[src/rtl/lcd_mode_scheduler.sv]
// Character LCD driver: power-up wait, init command sequence, then continuous
// two-line refresh from one of four character sources selected by mode.
module lcd_mode_scheduler #(
   parameter int unsigned CLK_DIV    = 50,
   parameter int unsigned POWER_WAIT = 750000,
   parameter int unsigned CLEAR_WAIT = 80000
) (
   input  logic       clk,
   input  logic       rst,
   input  logic       mode_next,
   input  logic [7:0] char0,
   input  logic [7:0] char1,
   input  logic [7:0] char2,
   input  logic [7:0] char3,
   output logic [4:0] index,
   output logic [1:0] mode,
   output logic       lcd_rs,
   output logic       lcd_rw,
   output logic       lcd_e,
   output logic [7:0] lcd_data,
   output logic       init_done
);

   localparam int unsigned MAX_WAIT = (POWER_WAIT > CLEAR_WAIT) ? POWER_WAIT : CLEAR_WAIT;
   localparam int unsigned CW       = $clog2(MAX_WAIT + CLK_DIV + 1);

   typedef enum logic [2:0] {PWR_WAIT, INIT_CMD, HOME, LINE_CHAR, LINE2_ADDR} state_t;
   typedef enum logic [1:0] {PH_IDLE, PH_SETUP, PH_HIGH, PH_LOW} phase_t;

   state_t        state;
   phase_t        phase;
   logic [CW-1:0] cnt;
   logic [1:0]    cmd_idx;
   logic          pending;
   logic [7:0]    char_sel;

   assign lcd_rw = 1'b0;

   always_comb begin
      char_sel = char0;
      case (mode)
         2'd1:    char_sel = char1;
         2'd2:    char_sel = char2;
         2'd3:    char_sel = char3;
         default: char_sel = char0;
      endcase
   end

   function automatic logic [7:0] init_byte(input logic [1:0] i);
      case (i)
         2'd0:    return 8'h38;
         2'd1:    return 8'h0C;
         2'd2:    return 8'h06;
         default: return 8'h01;
      endcase
   endfunction

   // phase sequences each bus write (setup, E high, E low); state decides
   // what to write next once a write's low phase completes.
   always_ff @(posedge clk or negedge rst) begin
      if (!rst) begin
         state     <= PWR_WAIT;
         phase     <= PH_IDLE;
         cnt       <= '0;
         cmd_idx   <= '0;
         index     <= '0;
         mode      <= '0;
         pending   <= 1'b0;
         init_done <= 1'b0;
         lcd_e     <= 1'b0;
         lcd_rs    <= 1'b0;
         lcd_data  <= '0;
      end else begin
         if (mode_next) pending <= 1'b1;
         unique case (phase)
            PH_SETUP: begin
               lcd_e <= 1'b1;
               phase <= PH_HIGH;
               cnt   <= '0;
            end
            PH_HIGH: begin
               if (cnt == CW'(CLK_DIV - 1)) begin
                  lcd_e <= 1'b0;
                  phase <= PH_LOW;
                  cnt   <= '0;
               end else begin
                  cnt <= cnt + CW'(1);
               end
            end
            PH_LOW: begin
               if (cnt != CW'(CLK_DIV - 1)) begin
                  cnt <= cnt + CW'(1);
               end else begin
                  cnt   <= '0;
                  phase <= PH_IDLE;
                  case (state)
                     INIT_CMD: begin
                        if (cmd_idx != 2'd3) begin
                           cmd_idx  <= cmd_idx + 2'd1;
                           lcd_data <= init_byte(cmd_idx + 2'd1);
                           phase    <= PH_SETUP;
                        end
                     end
                     HOME, LINE2_ADDR: state <= LINE_CHAR;
                     LINE_CHAR: begin
                        index <= index + 5'd1;
                        if (index == 5'd15) begin
                           state <= LINE2_ADDR;
                        end else if (index == 5'd31) begin
                           // frame boundary: the only place a mode change lands
                           state   <= HOME;
                           pending <= mode_next;
                           if (pending) mode <= mode + 2'd1;
                        end
                     end
                     default: ;
                  endcase
               end
            end
            PH_IDLE: begin
               case (state)
                  PWR_WAIT: begin
                     if (cnt == CW'(POWER_WAIT)) begin
                        state    <= INIT_CMD;
                        cmd_idx  <= '0;
                        lcd_rs   <= 1'b0;
                        lcd_data <= init_byte(2'd0);
                        phase    <= PH_SETUP;
                        cnt      <= '0;
                     end else begin
                        cnt <= cnt + CW'(1);
                     end
                  end
                  INIT_CMD: begin
                     if (cnt == CW'(CLEAR_WAIT - 1)) begin
                        init_done <= 1'b1;
                        state     <= HOME;
                        index     <= '0;
                        cnt       <= '0;
                        pending   <= mode_next;
                        if (pending) mode <= mode + 2'd1;
                     end else begin
                        cnt <= cnt + CW'(1);
                     end
                  end
                  HOME: begin
                     lcd_rs   <= 1'b0;
                     lcd_data <= 8'h80;
                     phase    <= PH_SETUP;
                  end
                  LINE2_ADDR: begin
                     lcd_rs   <= 1'b0;
                     lcd_data <= 8'hC0;
                     phase    <= PH_SETUP;
                  end
                  LINE_CHAR: begin
                     // two cycles after index settles the registered source is valid
                     if (cnt == CW'(1)) begin
                        lcd_rs   <= 1'b1;
                        lcd_data <= char_sel;
                        phase    <= PH_SETUP;
                        cnt      <= '0;
                     end else begin
                        cnt <= cnt + CW'(1);
                     end
                  end
                  default: ;
               endcase
            end
         endcase
      end
   end

endmodule

[config.mk]
export PLATFORM = sky130hd
export DESIGN_NAME = lcd_mode_scheduler
export DESIGN_NICKNAME = d
export VERILOG_FILES = /design/src/rtl/lcd_mode_scheduler.sv
export SDC_FILE = /design/constraint.sdc
export NUM_CORES = 1
export LEC_CHECK = 0
export CAP_MARGIN = 25
export CORE_ASPECT_RATIO = 0.6
export CORE_MARGIN = 5
export CORE_UTILIZATION = 42
export DETAILED_ROUTE_END_ITERATION = 12
export PLACE_DENSITY = 0.65
export SETUP_SLACK_MARGIN = 0.4
export SYNTH_ARGS = -nofsm -noshare
export SYNTH_HDL_FRONTEND = slang
export SYNTH_SLANG_ARGS = --single-unit
[constraint.sdc]
create_clock -name clk -period 4.27 [get_ports clk]
set_input_delay 1.281 -clock clk [delete_from_list [all_inputs] [get_ports clk]]
set_output_delay 1.281 -clock clk [all_outputs]
set_load 0.02 [all_outputs]
# ---- Yosys cells after proc, flatten, opt, wreduce, memory -nomap -nowiden
# Cells that the tools add are included.
dict set report word_totals {
  word_cells 137
  regBits 46
  out_inout_bits 19
}
dict set report op_classes {
  n_reduce_logical 16
  eq_ne 42
  n_addsub 4
  n_mux 64
}
# op count
set op_table {}
lappend op_table {{$mux W20} 5}
lappend op_table {{$pmux W20 S4} 1}
lappend op_table {{$pmux W20 S3} 1}
lappend op_table {{$mux W8} 5}
lappend op_table {{$mux W2} 16}
lappend op_table {{$pmux W8 S4} 1}
lappend op_table {{$ne A2 B2 Y1 const B} 12}
lappend op_table {{$pmux W8 S3} 1}
lappend op_table {{$reduce_and A7 Y1} 3}
lappend op_table {{$add A20 B1 Y20 const B} 1}
lappend op_table {{$eq A20 B1 Y1 const B} 1}
lappend op_table {{$eq A20 B17 Y1 const B} 1}
lappend op_table {{$eq A20 B20 Y1 const B} 1}
lappend op_table {{$eq A20 B6 Y1 const B} 1}
lappend op_table {{$mux W5} 4}
lappend op_table {{$ne A20 B6 Y1 const B} 1}
lappend op_table {{$pmux W3 S2} 3}
lappend op_table {{$pmux W6 S3} 1}
lappend op_table {{$pmux W8 S2} 1}
lappend op_table {{$mux W3} 5}
lappend op_table {{$mux W1} 12}
lappend op_table {{$ne A3 B3 Y1 const B} 4}
lappend op_table {{$eq A2 B2 Y1 const B} 5}
lappend op_table {{$pmux W5 S2} 1}
lappend op_table {{other kinds (29)} 39}

# ---- Longest topological paths before layout
dict set report depth {
  ltp_word 7
  depth_mapped 9
  depth_no_buf 8
}

# ---- Least setup slack after synthesis
# No wires, ideal clock.
dict set report synth_timing {
  kind {register -> register}
  startpoint {register cnt[14]}
  endpoint {register lcd_data[0]}
  synth_period_minus_slack_ns 2.784
  arrival_ns 2.659
  path_stages_with_launch 9
  required_time_ns 4.145
  path_slack_ns 1.486
  path_buffers 2
  path_cell_list {dfrtp_1 > or4_4 > or3_4 > buf_6 > o41a_1 > o31a_1 > buf_6 > nor2_4 > mux2_4}
}
dict set report synth_between {
  elab_chain_len 3
  word_cells_on_any_way 7
  classes_between {eq/ne: 6; reduce/logical: 1}
}
# element line_no
set synth_rtl {}
lappend synth_rtl {{start: declaration} 32} ;# logic [CW-1:0] cnt;
lappend synth_rtl {{start signal: assignment} 87} ;# cnt <= cnt + CW'(1);
lappend synth_rtl {{start signal: assignment} 92} ;# cnt <= cnt + CW'(1);
lappend synth_rtl {{start signal: assignment} 131} ;# cnt <= cnt + CW'(1);
lappend synth_rtl {{$eq A20 B1 Y1 (tied with other cells)} 158} ;# if (cnt == CW'(1)) begin
lappend synth_rtl {{$ne A3 B3 Y1 (no source line) or $ne A2 B2 Y1 (tied branches)} n/a}
lappend synth_rtl {{$reduce_and A7 Y1 (no source line) (*)} n/a}
lappend synth_rtl {{end signal: assignment} 100} ;# lcd_data <= init_byte(cmd_idx + 2'd1);
lappend synth_rtl {{end signal: assignment} 127} ;# lcd_data <= init_byte(2'd0);
lappend synth_rtl {{end signal: assignment} 160} ;# lcd_data <= char_sel;
lappend synth_rtl {{end: declaration} 20} ;# output logic [7:0] lcd_data,
# Mark *: on every way between the ends. The rest lies on a longest branch, timed or not.
# A chain may end at the register's enable or synchronous reset.

# ---- Worst setup path after layout
dict set report layout_timing {
  startpoint {register cnt[14]}
  endpoint {register cnt[14]}
}
dict set report layout_between {
  elab_chain_len 4
  word_cells_on_any_way 13
  classes_between {add/sub: 1; eq/ne: 5; mux: 7}
}
# element line_no
set layout_rtl {}
lappend layout_rtl {{$add A20 B1 Y20 (tied with other cells)} n/a}
lappend layout_rtl {{$mux W20 (on tied branches)} {158, 123, 135}}
lappend layout_rtl {{$pmux W20 S3} 121} ;# case (state)
lappend layout_rtl {{$pmux W20 S4 (*)} 75} ;# unique case (phase)
# Marks and branches as above.

==> summary.json <==
{
  "power": {
    "worst_ir_drop_vdd_mv": 0.173,
    "clock_power_share_pct": 45.7,
    "power.share.combinational_pct": 5.1,
    "cellInternalPower_mw": 0.697,
    "power.switching_mw": 0.190,
    "switching_share_pct": 21.4,
    "cellLeakagePower_nw": 1.66,
    "power-per-cell-area_mw_per_mm2": 222,
    "power.sequential.fraction_pct": 49.1
  },
  "floorplan": {
    "dieArea_mm2": 0.00969,
    "design.core.area_mm2": 0.00742,
    "dieWidth_um": 124,
    "cell_row_count": 24,
    "ioPinCount": 54,
    "floorplan.initialDensity_pct": 44.0,
    "floorplan.die.height_um": 78.3
  },
  "hold_path": {
    "hold_path_class": "flip-flop to flip-flop",
    "whs_path_depth": 1,
    "min_delay_worst_endpoint": "init_done",
    "min-delay-start": "init_done"
  },
  "clocking": {
    "numClockSinks": 46,
    "ctsRootBufferMaster": "clkbuf_16",
    "ctsHtreeMaxLevel": 2,
    "holdBufCountCts": 0,
    "post-cts-setup-buffer-count": 0,
    "clock_latency_ns": 0.30,
    "tritoncts.num_buffers": 5,
    "clk_transition_reported_paths_ns": 0.06,
    "tritoncts": "done",
    "cts_max_path_buffers": 2,
    "ctsResizeCount": 0
  },
  "global_routing": {
    "pin_count_of_the_biggest_net_entering_global_routing": 26,
    "global_route.overflow_total": 0,
    "grt_pass1_vias": 2849,
    "grt_pass1_wl_mm": 15.2,
    "antenna_violations_before_repair": 0,
    "grtUsageTotal_pct": 19.8
  },
  "synth": {
    "mappedNetlistNets": 438,
    "synth-seq-area-share_pct": 35.3,
    "synthDominantAreaCellType": "dfrtp_1",
    "synth-edff-count": 0,
    "synthTopCellsByArea": "dfrtp_1 (35%), ha_1 (6.5%), o21ai_0 (5.1%), nand2_1 (4.3%), nor2_1 (3.4%)",
    "post_synthesis_area_per_instance_um2": 8.46,
    "asyncSetResetFlopFracSynth_pct": 100,
    "synth_largest_type_area_fraction_pct": 35.3,
    "ys_types": 61,
    "synth_ff_type": "dfrtp_1",
    "syn_area_mm2": 0.00326,
    "synth_cells": 386,
    "ys_ff_latch": 46,
    "syn_warnings": 0
  },
  "layout": {
    "finish.net_count": 478,
    "antennaDiodeCount": 0,
    "num-fill-cells": 674,
    "finish.cell_count_without_fillers": 531,
    "most-common-layout-cells": "clkdlybuf4s50_1 (51), dfrtp_1 (46), nand2_1 (37)",
    "mostFrequentLayoutCell": "clkdlybuf4s50_1",
    "multi_input_logic_area_mm2": 0.00193,
    "layout_area_growth_over_synthesis_pct": 22.5,
    "drive_above_1_share_pct": 8.67,
    "regArea_mm2": 0.00115
  },
  "place": {
    "placedCellCount": 522,
    "placement.io_buffers": 52,
    "dp_hpwl_mm": 7.32,
    "finalWeightedCongestion": 0.974
  },
  "timing": {
    "clock.fmax_mhz": 337,
    "timing.final.max_slew_violations": 0,
    "post-route-period-util_pct": 69.5,
    "relSlewSlack_pct": 46.4,
    "tightest_slew_ns": 0.797,
    "finalCriticalPeriod_ns": 2.97,
    "hold_viol": 0,
    "finalClockSkew_ns": 0.00704,
    "fin_setup_tns_ns": 0,
    "setup-violations-final": 0,
    "grt_setup_unrepaired": "no"
  },
  "critical_path": {
    "rr_startpoint": "cnt[14]",
    "timing.critical_path.from_type": "flip-flop",
    "worstPathMaxFanout": 11,
    "cpLargestDelayFamily": "simple AND/OR/NAND/NOR gates",
    "ff2ff_path_depth": 6,
    "critical_path_max_stage_delay_ns": 0.55,
    "critPathKind": "flip-flop to flip-flop",
    "worst_ep_required_time_ns": 4.43,
    "sequence_of_cells_on_the_critical_path": "or4_4 > or3_4 > or4_1 > nand4_1 > and3_1 > nor2_1",
    "worst-endpoint-arrival_ns": 3.13,
    "regToRegSetupSlack_ns": 1.30,
    "slowest_stage": "or4_1",
    "regToRegEndpoint": "cnt[14]",
    "crit_buf_inv": 0,
    "timing.critical_path.to_type": "flip-flop"
  },
  "route": {
    "dr_total_vias": 3161,
    "wl_per_cell_um": 18.0,
    "remaining_drc_errors": 0,
    "drt-pass1-iter-count": 8,
    "drt-initial-drc-count": 339,
    "routed_wl_mm": 9.54,
    "postRouteAntennaNets": 0,
    "vias_per_cell": 5.95
  },
  "flow_run": {
    "drv.max_cap_violation_count": 0
  },
  "run_status": {
    "run_status": "completed"
  }
}
[flip-flops by register name, summed over array words and instances (netlist names)]
register / flops
cmd_idx: 2
cnt: 20
index: 5
init_done: 1
lcd_data: 8
lcd_e: 1
lcd_rs: 1
mode: 2
pending: 1
phase: 2
state: 3
[layer usage]
metal	global-route usage [%]	vias to the layer above	routed length, um
li1	-	1512	-
met2	25.0	131	3830
met3	4.31	10	760
met5	0	-	0
met1	32.9	1508	4850
met4	5.08	0	105
[power groups by stage]
stage	Clock, mW	Combinational [mW]	Sequential (mW)
CTS	0.413	0.0465	0.436
detailed placement	0	0.0463	0.444
finish	0.406	0.0456	0.436
global route	0.428	0.0497	0.435
floorplan	0	0.00387	0.444
global placement	0	0.0430	0.444
[cell usage after synthesis, drive strengths merged (2+ instances only)]
| library cell | number |
|---|---|
| a211oi | 2 |
| mux2 | 8 |
| a21oi | 23 |
| or4 | 7 |
| o31ai | 4 |
| a22o | 2 |
| a2111oi | 5 |
| o41ai | 4 |
| nand2b | 6 |
| nand3 | 14 |
| dfrtp | 46 |
| buf | 5 |
| nand3b | 2 |
| nor3 | 13 |
| nand2 | 37 |
| a222oi | 8 |
| nand4 | 6 |
| xnor2 | 2 |
| or3 | 8 |
| a21o | 7 |
| o21a | 6 |
| nor2 | 31 |
| and3 | 7 |
| o22ai | 5 |
| and2 | 4 |
| nor2b | 5 |
| o21ai | 34 |
| a31oi | 6 |
| a31o | 2 |
| ha | 17 |
| or2 | 2 |
| nor4 | 5 |
| inv | 18 |
| clkbuf | 19 |
[worst register-to-register path, cell delays in order (launching register included)]
cell     delay (ns)
dfrtp_1        0.43
or4_4          0.54
or3_4          0.44
or4_1          0.55
nand4_1        0.24
and3_1         0.53
nor2_1         0.12
[metrics by stage]
step | worst slack, ns | hold slack (ns) | utilization [%] | area [um2] | total power, mW
after CTS | 1.32 | 0.478 | 53.8 | 3990 | 0.896
after global routing | 1.16 | 0.513 | 53.9 | 4000 | 0.913
after global placement | 1.40 | 0.442 | 51.5 | 3820 | 0.487
final | 1.30 | 0.474 | 53.9 | 4000 | 0.887
after floorplan | 1.49 | 0.451 | - | 3260 | 0.448
after detailed placement | 1.33 | 0.451 | 51.8 | 3840 | 0.490
[area by class of cell]
cell class              count  area share (%)
repair buffers             57            14.1
well taps                 104            3.25
clock buffers               6            3.47
inverters                  18            1.69
clock inverters             2           0.313
flip-flops and latches     46            28.8
multi-input cells         298            48.3
[cells by family (layout without fill, tap and decap cells)]
kind of cell | count (synthesis) | in the layout | share of synthesized area (%)
and+or+nand+nor | 153 | 153 | 24.7
AOI/OAI and AO/OA | 116 | 116 | 23.8
DFF | 46 | 46 | 35.3
buffers and inverters | 42 | 83 | 5.52
adders and majority gates | 17 | 17 | 6.52
muxes | 9 | 9 | 3.53
xor gates and xnor gates | 2 | 2 | 0.537
other | 1 | 1 | 0.115
[how the worst max path moves through the flow]
stage	start	to	slack [ns]	cells after the start
3_5_place_dp	cnt[14]	cnt[14]	1.33	6
2_1_floorplan	cnt[14]	lcd_data[0]	1.49	8
3_3_place_gp	cnt[8]	cnt[4]	1.40	6
5_1_grt	cnt[8]	cnt[14]	1.16	6
6_report	cnt[14]	cnt[14]	1.30	6
4_1_cts	cnt[14]	cnt[14]	1.32	6
Note: power is estimated with default switching activity, not from simulation.
==> variant 1: new RTL, same settings <==
The parameter `POWER_WAIT` goes from 750000 to 375000.
--- a/src/rtl/lcd_mode_scheduler.sv
+++ b/src/rtl/lcd_mode_scheduler.sv
@@ -4,3 +4,3 @@
    parameter int unsigned CLK_DIV    = 50,
-   parameter int unsigned POWER_WAIT = 750000,
+   parameter int unsigned POWER_WAIT = 375000,
    parameter int unsigned CLEAR_WAIT = 80000
Formal check against the unedited RTL: no difference found for any inputs over 10 cycles, from zero or initial values and one cycle with rst low; that may be too few to reach the edited logic, so the function may still have changed.
==> variant 1 against the original RTL <==
Synthesized area fell by 5.2%; worst setup slack lost 0.11 ns; wire length fell by 12%; sequential cell count fell by 1; sequential power down 2%; synthesized cell count shrank 8.0%; power fell by 2.3%; cell area is 4.8% lower.
==> variant 1: results (changes against the original RTL) <==
The number of library cell types mapped by synthesis is 58 (-4.9%). The largest registers in the layout are cnt: 19 flops, lcd_data: 8 flops, index: 5 flops. Yosys attributes the largest share of cell area to sky130_fd_sc_hd__dfrtp_1 36%, sky130_fd_sc_hd__ha_1 6.9%, sky130_fd_sc_hd__nand2_1 4.7%.

The count of placed standard cells including taps came out at 477 (-8.6%). In this run the most critical hold path is launched from init_done. The global placer's final weighted congestion came out at 0.8784 (-9.8%).

The slowest stage cell on the critical path is sky130_fd_sc_hd__ha_1. Ranked by instance count, the synthesized netlist is headed by 45 x sky130_fd_sc_hd__dfrtp_1, 39 x sky130_fd_sc_hd__nand2_1, 27 x sky130_fd_sc_hd__nor2_1, 27 x sky130_fd_sc_hd__o21ai_0, 21 x sky130_fd_sc_hd__a21oi_1. The maximum number of pins on one net before global-route repair came out at 46 (+77%).

The internal reg-to-reg setup slack is 1.19 ns (-0.11 ns). In this run the critical register-to-register path is launched from phase[0]. The post-synthesis cell count is 355 (-8.0%). The via count of the first global-routing pass was 2,552 (-10%).

In the synthesized netlist the dominant register cell turns out to be sky130_fd_sc_hd__dfrtp_1. The clock latency at the later pin of the worst-skew pair came out at just under 0.3 ns. The mean routed wirelength per cell was 17.32 µm (-3.6%). The maximum root-to-sink buffer count is 2 (unchanged). The fraction of registers with async set or reset after synthesis is 100.0% (unchanged). The initial antenna violation count is 0 (unchanged). The critical path's largest stage delay was 0.70 ns (+0.15 ns). The final setup skew came out at 0.002319 ns (-0.004724 ns).

The number of nets in the finished design is 446 (-6.7%). The static leakage came to 0.001642 µW (-1.4%). The share of the clock period used by the worst path came out at 72.08% (+2.6 points). Among cell families on the critical path, the largest total delay comes from compound AO/OA/AOI/OAI gates. The overall global routing resource usage came out at 18.33% (-1.5 points).

For hold timing, the worst endpoint is init_done. In this run the critical register-to-register path is captured at cnt[18]. The filler-free cell count of the finished design came out at 486 (-8.5%).

The number of buffers added by the clock tree synthesis step is 5 (unchanged). The number of warnings reported in the yosys synthesis log came out at 0 (unchanged). After clock tree synthesis, the clock-pin slew on the worst setup and hold paths is 0.07 ns.

The peak fanout along the critical path was 21 (+10). The first-pass GRT wire length came to 13,630 µm (-10%). The detailed-router iteration count before antenna repair was 7 (-1).

The post-CTS setup buffer count is 0 (unchanged). The measured slew at the worst slew-check pin was 0.8297 ns (+0.03253 ns). The post-DP HPWL is 6373 µm (-13%). The synthesized net count came out at 407 (-7.1%).

The flow ran to the end, and the final reports show no timing, DRC or antenna violations. The initial DRC count came out at 221 (-35%). The layout cell share with drive strength beyond 1 is 8.101% (-0.56 points).

The CTS root buffer is sky130_fd_sc_hd__clkbuf_16. The worst-case vdd ir drop came out at 0.0001358 V (-22%). The arrival time at the worst endpoint came out at 3.27 ns (+0.14 ns).

The post-detailed-route via-to-cell ratio is 5.800 (-2.6%). The proportion of synthesized chip area in sequential cells came to 36.39% (+1.1 points). The internal cell power is 673.7 µW (-3.4%). The count of filler cells inserted in the layout came out at 683 (+1.3%).
-- variant 1: worst reg2reg max path, cell delays in order, from the launching register on --
cell and delay, ns:
sky130_fd_sc_hd__dfrtp_1 0.42, sky130_fd_sc_hd__inv_1 0.10, sky130_fd_sc_hd__ha_1 0.70, sky130_fd_sc_hd__o31ai_1 0.26, sky130_fd_sc_hd__o41a_1 0.69, sky130_fd_sc_hd__nand2b_1 0.47
sky130_fd_sc_hd__o31ai_1 0.34
-- variant 1: routing by layer --
layer,vias up,share of wire [%],global-route usage [%]
met3,8,4.5,2.671
met2,79,41,23.68
li1,1363,-,-
met4,0,0.94,4.412
met1,1369,54,30.73
met5,-,0,0
-- variant 1: cells by family (layout without fill, tap and decap cells) --
group / after synthesis / after routing / share of synthesized area, %
AOI/OAI and AO/OA: 93 / 93 / 20.42
xor gates and xnor gates: 8 / 8 / 2.265
adders and majority gates: 17 / 17 / 6.874
buffers and inverters: 39 / 79 / 5.297
DFF: 45 / 45 / 36.39
muxes: 13 / 13 / 4.569
other: 1 / 1 / 0.1212
and+or+nand+nor: 139 / 139 / 24.06
-- variant 1: how the worst max path moves through the flow --
stage | slack (ns) | start | end
floorplan | 1.95 | mode_next | pending
global placement | 1.36 | phase[1] | cnt[17]
detailed placement | 1.23 | phase[0] | cnt[9]
CTS | 1.23 | phase[0] | cnt[18]
global route | 0.91 | phase[0] | cnt[18]
finish | 1.19 | phase[0] | cnt[18]
-- variant 1: power by group through the flow --
stage	sequential (µW)	clock [µW]	combinational (µW)
after global placement	434	0	43.0
final	426	394	46.2
after detailed placement	434	0	43.8
after CTS	426	403	44.1
after floorplan	434	0	4.29
after global routing	426	420	50.0
-- variant 1: through the flow --
stage	util (%)	cell area [µm²]	hold WS, ns
floorplan	-	3094	0.4861
global placement	50.38	3631	0.4890
detailed placement	50.38	3631	0.4865
CTS	52.43	3779	0.5093
global route	52.81	3806	0.5224
finish	52.81	3806	0.5005
-- variant 1: cell type report --
type                       instances  area, µm²  area share [%]
tap                               91      113.9           2.991
sequential                        45       1126           29.59
inverter                          17      63.81           1.677
multi-input combinational        271       1804           47.40
clock buffer                       5      125.1           3.287
clock inverter                     3      22.52          0.5917
timing repair buffer              54      550.5           14.46
==> variant 2: new RTL, same flow settings <==
Made on the original files. Put one more register stage on the output `index`, with the module's reset. The value now appears one clock later. The other outputs are not delayed to match. Comments in the files are not updated.
--- a/src/rtl/lcd_mode_scheduler.sv
+++ b/src/rtl/lcd_mode_scheduler.sv
@@ -28,2 +28,4 @@
    typedef enum logic [1:0] {PH_IDLE, PH_SETUP, PH_HIGH, PH_LOW} phase_t;
+
+   logic [4:0] index_s0;
 
@@ -65,3 +67,3 @@
          cmd_idx   <= '0;
-         index     <= '0;
+         index_s0  <= '0;
          mode      <= '0;
@@ -105,6 +107,6 @@
                      LINE_CHAR: begin
-                        index <= index + 5'd1;
-                        if (index == 5'd15) begin
+                        index_s0 <= index_s0 + 5'd1;
+                        if (index_s0 == 5'd15) begin
                            state <= LINE2_ADDR;
-                        end else if (index == 5'd31) begin
+                        end else if (index_s0 == 5'd31) begin
                            // frame boundary: the only place a mode change lands
@@ -137,3 +139,3 @@
                         state     <= HOME;
-                        index     <= '0;
+                        index_s0  <= '0;
                         cnt       <= '0;
@@ -173,2 +175,10 @@
 
+   always_ff @(posedge clk or negedge rst) begin
+      if (!rst) begin
+         index <= '0;
+      end else begin
+         index <= index_s0;
+      end
+   end
+
 endmodule
Function: no difference found for any inputs over 10 cycles, from zero or initial values and one cycle with rst low; that may be too few to reach the edited logic, so the function may still have changed.
==> variant 2 against the original RTL <==
Sequential cell count up 5; wire length decreased by 7.8%; synthesized cell count is 9.1% lower; power increased by 18%; fmax grew 3.2%; synthesized area is 2.6% lower; cell area is 0.72% lower; worst setup slack improved by 0.093 ns; count of clock-buffer cells in the layout decreased by 1; clock skew fell by 0.00070 ns; highest routed layer unchanged; hold slack worse by 0.031 ns; combinational power up 2%; sequential share of layout area grew 3.4 points.
==> variant 2: results (changes against the original RTL) <==
The endpoint identified for the worst register-to-register timing path is lcd_data[3]. The final setup skew is 0.006338 ns (-0.0007048 ns). The proportion of synthesized chip area in sequential cells is 40.14% (+4.9 points). The static leakage is 0.001704 µW (+2.4%).

After synthesis, the cell types taking the most area are sky130_fd_sc_hd__dfrtp_1 40%, sky130_fd_sc_hd__ha_1 6.7%, sky130_fd_sc_hd__nor2_1 4.3%. The mean routed wirelength per cell is 17.52 µm (-2.4%). The largest registers in the layout are cnt: 20 flops, lcd_data: 8 flops. The initial DRC count is 382 (+13%). The post-synthesis cell count came to 351 (-9.1%). The post-detailed-route via-to-cell ratio came out at 5.737 (-3.6%).

The overall global routing resource usage came out at 18.58% (-1.2 points). The pre-CTS setup slack is 1.418 ns (+0.08593 ns). The detailed-router iteration count before antenna repair came out at 7 (-1). The number of cells traversed by the worst register-to-register path is 8 (+2). The number of library cell types mapped by synthesis is 59 (-3.3%).

The aggregate routed wire length is 8795 µm (-7.8%). The global placer's final weighted congestion is 0.9405 (-3.4%). The first-pass GRT wire length is 14,150 µm (-7.1%). The worst-case vdd ir drop came out at 0.0001511 V (-13%).

The synthesized net count is 403 (-8.0%). The internal reg-to-reg setup slack was 1.40 ns (+0.09 ns). The post-DP HPWL is 6675 µm (-8.8%). The number of nets in the finished design is 449 (-6.1%). The layout cell share with drive strength beyond 1 came out at 8.794% (+0.13 points). The footprint of the multi-input gates came out at 1773 µm² (-8.3%). The via count of the first global-routing pass is 2,555 (-10%). The count of filler cells inserted in the layout came out at 680 (+0.89%). The worst hold slack after final layout is 0.4434 ns (-0.03099 ns). The run finished with clean final reports. The worst register-to-register path begins at cnt[1]. The peak fanout along the critical path came out at 8 (-3). The count of placed standard cells including taps is 494 (-5.4%). The total die area is 9467 µm² (-2.3%). The critical path's largest stage delay is 0.47 ns (-0.08 ns).
variant 2: cell count changes in the layout (fill, tap and decap cells not counted), sizes merged, moves of 6 or more:
cell / delta
nand2: -11
or3: -7
a21oi: -6
xor2: +9
o21ai: -13
xnor2: +6
variant 2: worst max-delay path by stage:
stage | from | end | slack (ns) | cells after the start
global placement | char2[3] | lcd_data[3] | 1.46 | 6
floorplan | cnt[0] | lcd_data[0] | 1.71 | 8
CTS | cnt[9] | cnt[4] | 1.42 | 6
finish | cnt[1] | lcd_data[3] | 1.40 | 8
global route | cnt[9] | cnt[10] | 1.15 | 6
detailed placement | cnt[1] | lcd_data[2] | 1.42 | 8
variant 2: power breakdown:
group	total, µW	switching [µW]	internal (µW)	leakage (µW)
Combinational	46.3	17.9	28.5	0.000926
Sequential	483	0.0000000000000122	483	0.000688
Clock	515	179	336	0.0000900
Total	1040	197	847	0.00170
variant 2: final cells by class:
cell class                      instances  share of cell area [%]
Clock buffer                            5                   3.152
Clock inverter                          3                   1.702
Inverter                               18                   1.702
Multi-Input combinational cell        267                   44.66
Sequential cell                        51                   32.15
Tap cell                              104                   3.278
Timing Repair Buffer                   54                   13.36
variant 2: layer usage:
metal,vias up,global-route usage [%],part of all wire [%]
met5,-,0,0
met4,0,3.017,0.48
met3,4,5.669,12
met2,146,23.34,38
met1,1351,30.78,50
li1,1379,-,-
variant 2: logic make-up (layout without fill, tap and decap cells):
logic type / after synthesis / after routing / synth area share (%)
DFF: 51 / 51 / 40.14
AOI/OAI and AO/OA: 78 / 78 / 16.84
and+or+nand+nor: 143 / 143 / 23.57
adders and majority gates: 17 / 17 / 6.690
buffers and inverters: 33 / 80 / 4.093
muxes: 11 / 11 / 3.857
xor gates and xnor gates: 17 / 17 / 4.683
other: 1 / 1 / 0.1180
